File: src/rtl/cell_renderer_if.sv
// rtl/cell_renderer_if.sv - command and plot-stream bundle between display controller and cell renderer
interface cell_renderer_if #(
   parameter int GLYPH_IDX_W = 4,
   parameter int X_W         = 8,
   parameter int Y_W         = 7,
   parameter int COLOUR_W    = 3
);
   logic                   start;
   logic [1:0]             mode;
   logic [X_W-1:0]         base_x;
   logic [Y_W-1:0]         base_y;
   logic [GLYPH_IDX_W-1:0] glyph_idx;
   logic [COLOUR_W-1:0]    fg_colour;
   logic [COLOUR_W-1:0]    bg_colour;
   logic [COLOUR_W-1:0]    border_colour;
   logic                   busy;
   logic                   done;
   logic [X_W-1:0]         x;
   logic [Y_W-1:0]         y;
   logic [COLOUR_W-1:0]    colour;
   logic                   plot;
   logic                   plot_ready;

   // Controller / framebuffer-writer side
   modport master (
      output start, mode, base_x, base_y, glyph_idx, fg_colour, bg_colour, border_colour,
      output plot_ready,
      input  busy, done, x, y, colour, plot
   );

   // Renderer side
   modport slave (
      input  start, mode, base_x, base_y, glyph_idx, fg_colour, bg_colour, border_colour,
      input  plot_ready,
      output busy, done, x, y, colour, plot
   );
endinterface

File: src/rtl/cell_renderer.sv
// rtl/cell_renderer.sv - streams one minesweeper grid cell (fill, border, glyph) as plot requests
module cell_renderer #(
   parameter int CELL_PX     = 9,
   parameter int GLYPH_W     = 7,
   parameter int GLYPH_H     = 7,
   parameter int NUM_GLYPHS  = 10,
   parameter int GLYPH_IDX_W = 4,
   parameter int X_W         = 8,
   parameter int Y_W         = 7,
   parameter int COLOUR_W    = 3
) (
   input  logic           clock_i,
   input  logic           reset_i,
   cell_renderer_if.slave bus_io
);
   localparam int CNT_W = $clog2(CELL_PX);
   localparam logic [CNT_W-1:0] LAST_CELL = CNT_W'(CELL_PX - 1);
   localparam logic [CNT_W-1:0] LAST_GC   = CNT_W'(GLYPH_W - 1);
   localparam logic [CNT_W-1:0] LAST_GR   = CNT_W'(GLYPH_H - 1);

   // Glyph art is drawn as 7x7; each row reads left to right as column 0..6,
   // so flat bit r*7+c (bit 0 = top-left) is row r, character c.
   localparam int ROM_W      = 7;
   localparam int ROM_H      = 7;
   localparam int ROM_GLYPHS = 10;
   localparam logic [ROM_W-1:0] GLYPH_ROM [ROM_GLYPHS*ROM_H] = '{
      7'b0111110, 7'b1100011, 7'b1100111, 7'b1101011, 7'b1110011, 7'b1100011, 7'b0111110,
      7'b0011000, 7'b0111000, 7'b0011000, 7'b0011000, 7'b0011000, 7'b0011000, 7'b0111110,
      7'b0111110, 7'b1100011, 7'b0000011, 7'b0001110, 7'b0111000, 7'b1100000, 7'b1111111,
      7'b0111110, 7'b1100011, 7'b0000011, 7'b0011110, 7'b0000011, 7'b1100011, 7'b0111110,
      7'b0000110, 7'b0001110, 7'b0011110, 7'b0110110, 7'b1111111, 7'b0000110, 7'b0000110,
      7'b1111111, 7'b1100000, 7'b1111110, 7'b0000011, 7'b0000011, 7'b1100011, 7'b0111110,
      7'b0011110, 7'b0110000, 7'b1100000, 7'b1111110, 7'b1100011, 7'b1100011, 7'b0111110,
      7'b1111111, 7'b0000011, 7'b0000110, 7'b0001100, 7'b0011000, 7'b0011000, 7'b0011000,
      7'b0111110, 7'b1100011, 7'b1100011, 7'b0111110, 7'b1100011, 7'b1100011, 7'b0111110,
      7'b0001000, 7'b0101010, 7'b0011100, 7'b1111111, 7'b0011100, 7'b0101010, 7'b0001000
   };

   typedef enum logic [2:0] {S_IDLE, S_CLEAR, S_BORDER, S_GLYPH, S_DONE} state_t;

   state_t                 state_q;
   logic [1:0]             mode_q;
   logic [X_W-1:0]         base_x_q;
   logic [Y_W-1:0]         base_y_q;
   logic [GLYPH_IDX_W-1:0] glyph_q;
   logic [COLOUR_W-1:0]    fg_q, bg_q, border_q;
   logic [CNT_W-1:0]       row_q, col_q;
   logic                   busy_q, done_q, plot_q;
   logic [X_W-1:0]         x_q;
   logic [Y_W-1:0]         y_q;
   logic [COLOUR_W-1:0]    colour_q;

   logic [CNT_W-1:0]       row_step, col_step;
   logic                   last_px;
   logic                   chain_glyph;
   state_t                 pass_d;
   logic [CNT_W-1:0]       row_d, col_d;
   logic [X_W-1:0]         src_bx;
   logic [Y_W-1:0]         src_by;
   logic [GLYPH_IDX_W-1:0] src_glyph;
   logic [COLOUR_W-1:0]    src_fg, src_bg, src_border;
   logic                   glyph_ok, glyph_bit;
   logic [6:0]             rom_addr;
   logic [2:0]             rom_bit;
   logic [X_W-1:0]         x_d;
   logic [Y_W-1:0]         y_d;
   logic [COLOUR_W-1:0]    colour_d;

   // Successor of the pixel currently on the bus within its own pass, and whether it is the last one
   always_comb begin
      row_step = row_q;
      col_step = col_q;
      last_px  = 1'b0;
      case (state_q)
         S_CLEAR: begin
            last_px = (row_q == LAST_CELL) && (col_q == LAST_CELL);
            if (col_q == LAST_CELL) begin
               col_step = '0;
               row_step = row_q + 1'b1;
            end else begin
               col_step = col_q + 1'b1;
            end
         end
         S_BORDER: begin
            last_px = (row_q == LAST_CELL) && (col_q == LAST_CELL);
            if ((row_q == '0) || (row_q == LAST_CELL)) begin
               if (col_q == LAST_CELL) begin
                  col_step = '0;
                  row_step = row_q + 1'b1;
               end else begin
                  col_step = col_q + 1'b1;
               end
            end else if (col_q == '0) begin
               col_step = LAST_CELL;
            end else begin
               col_step = '0;
               row_step = row_q + 1'b1;
            end
         end
         S_GLYPH: begin
            last_px = (row_q == LAST_GR) && (col_q == LAST_GC);
            if (col_q == LAST_GC) begin
               col_step = '0;
               row_step = row_q + 1'b1;
            end else begin
               col_step = col_q + 1'b1;
            end
         end
         default: ;
      endcase
   end

   // Pick the pixel to present next (first pixel of a new pass or the in-pass successor) and render it
   always_comb begin
      chain_glyph = (state_q == S_BORDER) && last_px && (mode_q == 2'd3);
      src_bx      = base_x_q;
      src_by      = base_y_q;
      src_glyph   = glyph_q;
      src_fg      = fg_q;
      src_bg      = bg_q;
      src_border  = border_q;
      pass_d      = state_q;
      row_d       = row_step;
      col_d       = col_step;
      if (state_q == S_IDLE) begin
         // Pixel 0 is rendered straight from the inputs so it can be on the bus the cycle after start
         src_bx     = bus_io.base_x;
         src_by     = bus_io.base_y;
         src_glyph  = bus_io.glyph_idx;
         src_fg     = bus_io.fg_colour;
         src_bg     = bus_io.bg_colour;
         src_border = bus_io.border_colour;
         row_d      = '0;
         col_d      = '0;
         case (bus_io.mode)
            2'd0:    pass_d = S_CLEAR;
            2'd2:    pass_d = S_GLYPH;
            default: pass_d = S_BORDER;
         endcase
      end else if (chain_glyph) begin
         pass_d = S_GLYPH;
         row_d  = '0;
         col_d  = '0;
      end

      // Out-of-range glyph indices fall back to background rather than reading past the ROM
      glyph_ok  = (int'(src_glyph) < NUM_GLYPHS) && (int'(src_glyph) < ROM_GLYPHS) &&
                  (int'(row_d) < ROM_H) && (int'(col_d) < ROM_W);
      rom_addr  = glyph_ok ? 7'(int'(src_glyph) * ROM_H + int'(row_d)) : 7'd0;
      rom_bit   = glyph_ok ? 3'(ROM_W - 1 - int'(col_d)) : 3'd0;
      glyph_bit = glyph_ok && GLYPH_ROM[rom_addr][rom_bit];

      x_d      = '0;
      y_d      = '0;
      colour_d = '0;
      case (pass_d)
         S_CLEAR: begin
            x_d      = src_bx + X_W'(col_d);
            y_d      = src_by + Y_W'(row_d);
            colour_d = src_bg;
         end
         S_BORDER: begin
            x_d      = src_bx + X_W'(col_d);
            y_d      = src_by + Y_W'(row_d);
            colour_d = src_border;
         end
         S_GLYPH: begin
            x_d      = src_bx + X_W'(1) + X_W'(col_d);
            y_d      = src_by + Y_W'(1) + Y_W'(row_d);
            colour_d = glyph_bit ? src_fg : src_bg;
         end
         default: ;
      endcase
   end

   // Render sequencer: accepts a cell, walks its passes one transfer at a time, then pulses done
   always_ff @(posedge clock_i) begin
      if (reset_i) begin
         state_q  <= S_IDLE;
         mode_q   <= '0;
         base_x_q <= '0;
         base_y_q <= '0;
         glyph_q  <= '0;
         fg_q     <= '0;
         bg_q     <= '0;
         border_q <= '0;
         row_q    <= '0;
         col_q    <= '0;
         busy_q   <= 1'b0;
         done_q   <= 1'b0;
         plot_q   <= 1'b0;
         x_q      <= '0;
         y_q      <= '0;
         colour_q <= '0;
      end else begin
         case (state_q)
            S_IDLE: begin
               done_q <= 1'b0;
               plot_q <= 1'b0;
               if (bus_io.start) begin
                  mode_q   <= bus_io.mode;
                  base_x_q <= bus_io.base_x;
                  base_y_q <= bus_io.base_y;
                  glyph_q  <= bus_io.glyph_idx;
                  fg_q     <= bus_io.fg_colour;
                  bg_q     <= bus_io.bg_colour;
                  border_q <= bus_io.border_colour;
                  state_q  <= pass_d;
                  row_q    <= row_d;
                  col_q    <= col_d;
                  x_q      <= x_d;
                  y_q      <= y_d;
                  colour_q <= colour_d;
                  plot_q   <= 1'b1;
                  busy_q   <= 1'b1;
               end
            end
            S_CLEAR, S_BORDER, S_GLYPH: begin
               if (plot_q && bus_io.plot_ready) begin
                  if (last_px && !chain_glyph) begin
                     plot_q  <= 1'b0;
                     done_q  <= 1'b1;
                     state_q <= S_DONE;
                  end else begin
                     state_q  <= pass_d;
                     row_q    <= row_d;
                     col_q    <= col_d;
                     x_q      <= x_d;
                     y_q      <= y_d;
                     colour_q <= colour_d;
                  end
               end
            end
            S_DONE: begin
               done_q  <= 1'b0;
               busy_q  <= 1'b0;
               state_q <= S_IDLE;
            end
            default: state_q <= S_IDLE;
         endcase
      end
   end

   assign bus_io.busy   = busy_q;
   assign bus_io.done   = done_q;
   assign bus_io.plot   = plot_q;
   assign bus_io.x      = x_q;
   assign bus_io.y      = y_q;
   assign bus_io.colour = colour_q;
endmodule

File: src/flat_wrapper.sv
// flat-port wrapper written by rule: the top's interface ports become plain ports
module cell_renderer_flat 
#(
   parameter int CELL_PX     = 9,
   parameter int GLYPH_W     = 7,
   parameter int GLYPH_H     = 7,
   parameter int NUM_GLYPHS  = 10,
   parameter int GLYPH_IDX_W = 4,
   parameter int X_W         = 8,
   parameter int Y_W         = 7,
   parameter int COLOUR_W    = 3
)
  (clock_i, reset_i, bus_io_start, bus_io_mode, bus_io_base_x, bus_io_base_y, bus_io_glyph_idx, bus_io_fg_colour, bus_io_bg_colour, bus_io_border_colour, bus_io_plot_ready, bus_io_busy, bus_io_done, bus_io_x, bus_io_y, bus_io_colour, bus_io_plot);
  cell_renderer_if #(.GLYPH_IDX_W(GLYPH_IDX_W), .X_W(X_W), .Y_W(Y_W), .COLOUR_W(COLOUR_W)) bus_io_i ();
  input  logic clock_i;
  input  logic reset_i;
  input wire logic [$bits(bus_io_i.start)-1:0] bus_io_start;
  input wire logic [$bits(bus_io_i.mode)-1:0] bus_io_mode;
  input wire logic [$bits(bus_io_i.base_x)-1:0] bus_io_base_x;
  input wire logic [$bits(bus_io_i.base_y)-1:0] bus_io_base_y;
  input wire logic [$bits(bus_io_i.glyph_idx)-1:0] bus_io_glyph_idx;
  input wire logic [$bits(bus_io_i.fg_colour)-1:0] bus_io_fg_colour;
  input wire logic [$bits(bus_io_i.bg_colour)-1:0] bus_io_bg_colour;
  input wire logic [$bits(bus_io_i.border_colour)-1:0] bus_io_border_colour;
  input wire logic [$bits(bus_io_i.plot_ready)-1:0] bus_io_plot_ready;
  output wire logic [$bits(bus_io_i.busy)-1:0] bus_io_busy;
  output wire logic [$bits(bus_io_i.done)-1:0] bus_io_done;
  output wire logic [$bits(bus_io_i.x)-1:0] bus_io_x;
  output wire logic [$bits(bus_io_i.y)-1:0] bus_io_y;
  output wire logic [$bits(bus_io_i.colour)-1:0] bus_io_colour;
  output wire logic [$bits(bus_io_i.plot)-1:0] bus_io_plot;
  assign bus_io_i.start = bus_io_start;
  assign bus_io_i.mode = bus_io_mode;
  assign bus_io_i.base_x = bus_io_base_x;
  assign bus_io_i.base_y = bus_io_base_y;
  assign bus_io_i.glyph_idx = bus_io_glyph_idx;
  assign bus_io_i.fg_colour = bus_io_fg_colour;
  assign bus_io_i.bg_colour = bus_io_bg_colour;
  assign bus_io_i.border_colour = bus_io_border_colour;
  assign bus_io_i.plot_ready = bus_io_plot_ready;
  assign bus_io_busy = bus_io_i.busy;
  assign bus_io_done = bus_io_i.done;
  assign bus_io_x = bus_io_i.x;
  assign bus_io_y = bus_io_i.y;
  assign bus_io_colour = bus_io_i.colour;
  assign bus_io_plot = bus_io_i.plot;
  cell_renderer #(.CELL_PX(CELL_PX), .GLYPH_W(GLYPH_W), .GLYPH_H(GLYPH_H), .NUM_GLYPHS(NUM_GLYPHS), .GLYPH_IDX_W(GLYPH_IDX_W), .X_W(X_W), .Y_W(Y_W), .COLOUR_W(COLOUR_W)) u_core (.clock_i(clock_i), .reset_i(reset_i), .bus_io(bus_io_i));
endmodule
File: config.mk
export PLATFORM = sky130hd
export DESIGN_NAME = cell_renderer_flat
export DESIGN_NICKNAME = d
export VERILOG_FILES = /design/src/rtl/cell_renderer_if.sv /design/src/rtl/cell_renderer.sv /design/src/flat_wrapper.sv
export SDC_FILE = /design/constraint.sdc
export NUM_CORES = 1
export LEC_CHECK = 0
export BUFFER_PORTS_ARGS = -buffer_cell sky130_fd_sc_hd__buf_4
export CORE_MARGIN = 2
export CORE_UTILIZATION = 30
export DETAILED_ROUTE_END_ITERATION = 10
export GPL_TIMING_DRIVEN = 0
export SLEW_MARGIN = 15
export SYNTH_ARGS = -nofsm -noshare
export SYNTH_HDL_FRONTEND = slang
export SYNTH_SLANG_ARGS = --single-unit
File: constraint.sdc
create_clock -name clock_i -period 8.4 [get_ports clock_i]
set_clock_uncertainty 0.2 [all_clocks]
set_input_delay 0.42 -clock clock_i [delete_from_list [all_inputs] [get_ports clock_i]]
set_output_delay 0.42 -clock clock_i [all_outputs]
set_load 0.02 [all_outputs]
==> impl_metrics.py <==
metrics = {
    "timing": {
        "rsz0062_at_grt": "false",
        "drv_slew": 0,
        "setup_viol": 0,
        "hold_violations": 0,
        "fin_setup_tns_ns": 0,
        "worst_slew_pin_slew_ns": 0.9374,
        "fin_crit_sh_pct": 91.73,
        "holdWs_ns": 0.1373,
        "worst_slack_ns": 0.6948,
        "fmax_mhz": 129.8,
        "fin_crit_ns": 7.705,
        "slew_headroom_pct": 37.50,
    },
    "setup_path": {
        "critical_path.max_stage_delay_ns": 0.59,
        "crit_slowest_cell": "clkbuf_2",
        "required_ns": 8.41,
        "path_buf_inv": 9,
        "arrival_ns": 7.71,
        "cp-start-kind": "flip-flop",
        "critPathCaptureType": "flip-flop",
        "r2r_end": "u_core.bus_io.colour[2]$_SDFFE_PP0P_",
        "cp_top_family": "buffers and inverters",
        "timing.rr.start": "u_core.state_q[0]$_SDFFE_PP0P_",
        "critical_path_class": "reg -> reg",
        "crit_chain": "buf_4 -> nor3_4 -> clkbuf_2 -> clkbuf_1 -> nand2_1 -> nand2_1 -> inv_1 -> fa_1 -> fa_1 -> inv_1 -> fa_1 -> clkbuf_1 -> clkbuf_1 -> clkbuf_1 -> clkbuf_1 -> nor3_1 -> o311ai_0 -> nand3_1 -> nor3_1 -> a21oi_1 -> a2111oi_4 -> o21a_4 -> o31ai_2",
        "reg2reg_depth": 23,
        "rrSetupSlack_ns": 0.69,
        "path_common_cell": "clkbuf_1",
        "path_max_fanout": 19,
    },
    "floorplan": {
        "initial_core_util_pct": 30.72,
        "die_x_um": 145.6,
        "die-area_sq_mm": 0.02121,
        "row_count": 51,
        "io_pins": 55,
        "chipHeight_um": 145.6,
        "core-area_sq_mm": 0.01959,
    },
    "cells_and_area": {
        "nets": 973,
        "area_growth_pct": 17.98,
        "n_antenna_cell": 0,
        "design_area_sq_mm": 0.007101,
        "final_common_cell": "nand2_1",
        "layout_common_cells": "nand2_1, a21oi_1, nor2_1, dfxtp_1, buf_4",
        "multi_input_area_sq_mm": 0.004407,
        "fill_cells": 2095,
        "drive_above_1_share_pct": 14.14,
        "seq_area_sq_mm": 0.001241,
    },
    "route": {
        "num_vias": 6461,
        "drtIter0Drc": 639,
        "wl_mm": 20.05,
        "wl_per_cell_um": 17.24,
        "dr.pass1.iters": 6,
        "vias_per_cell": 5.555,
        "drc_errors": 0,
        "postRouteAntennaNets": 0,
    },
    "power_and_ir_drop": {
        "power_frac_comb_pct": 71.2,
        "power_frac_seq_pct": 13.1,
        "p_total_uw": 2768,
        "power.share.switching_pct": 52.01,
        "p_sw_uw": 1439,
        "clkPwrFrac_pct": 15.7,
        "p_leak_uw": 0.002877,
        "p_int_uw": 1328,
        "vdd_drop_max_uv": 190.4,
        "p_per_area_mw_per_mm2": 389.8,
    },
    "clock_tree": {
        "cts_tree": "built",
        "cts.clk_slew.worst_paths_ns": 0.06,
        "cts_hold_repair.buffers": 0,
        "cts_setup_buffers": 0,
        "worstSkewPairLatency_ns": 0.33,
        "clock_sink_count": 62,
        "clockRootBuffer": "clkbuf_16",
        "clock_path_buffers": 2,
        "cts_made_buffers": 9,
        "htree_num_levels": 3,
    },
    "placed_design": {
        "place_ws_ns": 0.2338,
        "io_buffers": 54,
        "dpl.hpwl_mm": 15.22,
        "place_area_sq_mm": 0.006755,
        "gp_congestion": 0.9471,
    },
    "flow_run": {
        "max-cap-violations": 0,
    },
    "synthesis": {
        "synth_top_family_by_area": "compound AO/OA/AOI/OAI gates",
        "synth_mux_area_share_pct": 3.701,
        "synth_ff_type": "dfxtp_1",
        "synth_xor_area_share_pct": 1.746,
        "synthArstFlopShare_pct": 0,
        "synth_edf_count": 0,
        "syn_area_sq_mm": 0.006018,
        "syn_nets": 909,
        "synth_compound_area_share_pct": 30.44,
        "ys_ff_latch": 62,
        "yosys.area_share.simple_pct": 26.53,
        "synth-adder-area-share_pct": 10.81,
        "syn_inst": 829,
        "syn_area_per_cell_sq_um": 7.260,
        "ys_types": 86,
        "seq_area_frac_synth_pct": 20.62,
        "yosysWarnings": 0,
    },
    "min_path": {
        "holdPathStages": 3,
        "hold_start": "bus_io_base_x[1]",
        "min_delay_worst_endpoint": "u_core.base_x_q[1]$_SDFFE_PP0P_",
        "min_path_type": "in -> reg",
    },
    "grt": {
        "grt_pass1_wl_mm": 31.92,
        "antenna_found_initial": 0,
        "grt_start_max_net_pins": 12,
        "grt_use_total_pct": 18.47,
        "gr-total-overflow": 0,
        "grt_pass1_vias": 5905,
    },
    "status": {
        "status": "completed",
    },
}
## synth_stat cells (5+ instances only)
cell type | n | share of area (%)
a21o_1 | 6 | 0.75
a22oi_1 | 6 | 0.75
nor2_1 | 63 | 3.9
a211oi_1 | 12 | 1.5
or3_1 | 6 | 0.62
and2_1 | 5 | 0.52
o21ai_0 | 46 | 3.8
nor3_1 | 17 | 1.4
nand3b_1 | 7 | 0.87
a21oi_1 | 93 | 7.7
nand2_1 | 149 | 9.3
clkbuf_1 | 40 | 2.5
o221ai_1 | 9 | 1.3
a211o_1 | 6 | 0.87
fa_1 | 10 | 3.3
dfxtp_1 | 62 | 21
nor3b_1 | 7 | 0.87
nor2b_1 | 12 | 1.2
o31ai_2 | 5 | 1.0
o22ai_1 | 7 | 0.73
mux2i_1 | 20 | 3.3
nand3_1 | 17 | 1.4
xor2_1 | 8 | 1.2
o211ai_1 | 10 | 1.2
buf_2 | 11 | 0.91
inv_1 | 35 | 2.2
or2_2 | 6 | 0.62
o31ai_1 | 5 | 0.62
nand2b_1 | 15 | 1.6
ha_1 | 36 | 7.5
## worst max-delay path by stage
stage | startpoint | endpoint | cells after the start
after global placement | u_core.state_q[0]$_SDFFE_PP0P_ | u_core.bus_io.colour[2]$_SDFFE_PP0P_ | 24
final | u_core.state_q[0]$_SDFFE_PP0P_ | u_core.bus_io.colour[2]$_SDFFE_PP0P_ | 23
after CTS | u_core.state_q[0]$_SDFFE_PP0P_ | u_core.bus_io.colour[2]$_SDFFE_PP0P_ | 24
after global routing | u_core.state_q[0]$_SDFFE_PP0P_ | u_core.bus_io.colour[2]$_SDFFE_PP0P_ | 23
after floorplan | u_core.state_q[0]$_SDFFE_PP0P_ | u_core.bus_io.colour[0]$_SDFFE_PP0P_ | 24
after detailed placement | u_core.state_q[0]$_SDFFE_PP0P_ | u_core.bus_io.colour[2]$_SDFFE_PP0P_ | 24
## sequential cells by signal, summed over array words and instances, names as in the netlist
name,cells
u_core.row_q,4
u_core.bus_io.x,8
u_core.bus_io.plot,1
u_core.bus_io.y,7
u_core.base_x_q,8
u_core.state_q,3
u_core.bus_io.colour,3
u_core.bus_io.busy,1
u_core.border_q,3
u_core.mode_q,2
u_core.base_y_q,7
u_core.glyph_q,4
u_core.fg_q,3
u_core.bg_q,3
u_core.bus_io.done,1
u_core.col_q,4
## per-stage QoR
stage | instances | utilization (%)
detailed placement | 1148 | 34.48
global route | 1163 | 36.25
global placement | 1148 | 34.48
finish | 1163 | 36.25
CTS | 1164 | 36.26
floorplan | 829 | -
## power groups by stage
stage | sequential [uW] | combinational [uW] | clock, uW
2_1_floorplan | 382 | 1410 | 0
3_3_place_gp | 369 | 1940 | 0
3_5_place_dp | 369 | 1920 | 0
4_1_cts | 363 | 1930 | 439
5_1_grt | 367 | 2160 | 451
6_report | 363 | 1970 | 436
## worst min-delay path, stage by stage
cell,delay [ns]
buf_4,0.11
nand2_1,0.04
a21oi_1,0.05
## timing repair
item / 4_1_cts / 5_1_grt
endpoints found under the setup margin: 0 / 3
hold endpoints to repair: 0 / 0
resized for setup: 0 / 2
## final cells by class
| type | count | share of cell area (%) |
|---|---|---|
| Sequential cell | 62 | 17.48 |
| Multi-Input combinational cell | 675 | 62.06 |
| Timing Repair Buffer | 54 | 5.709 |
| Clock buffer | 10 | 3.366 |
| Buffer | 55 | 3.278 |
| Clock inverter | 6 | 1.533 |
| Inverter | 36 | 1.903 |
| Tap cell | 265 | 4.670 |
## routing by layer
metal	track usage (%)	part of all wire [%]	wire [um]	vias up
met5	0	0	0	-
met4	5.196	2.0	395	0
met3	2.884	7.5	1513	39
met2	28.03	43	8634	294
met1	27.00	47	9503	3020
li1	-	-	-	3108
## logic make-up after synthesis
group,after synthesis
AOI/OAI and AO/OA,263
adders and majority gates,46
and+or+nand+nor,332
muxes,22
buffers and inverters,92
DFF,62
xor gates and xnor gates,12
Power figures use the tool's default switching activity.
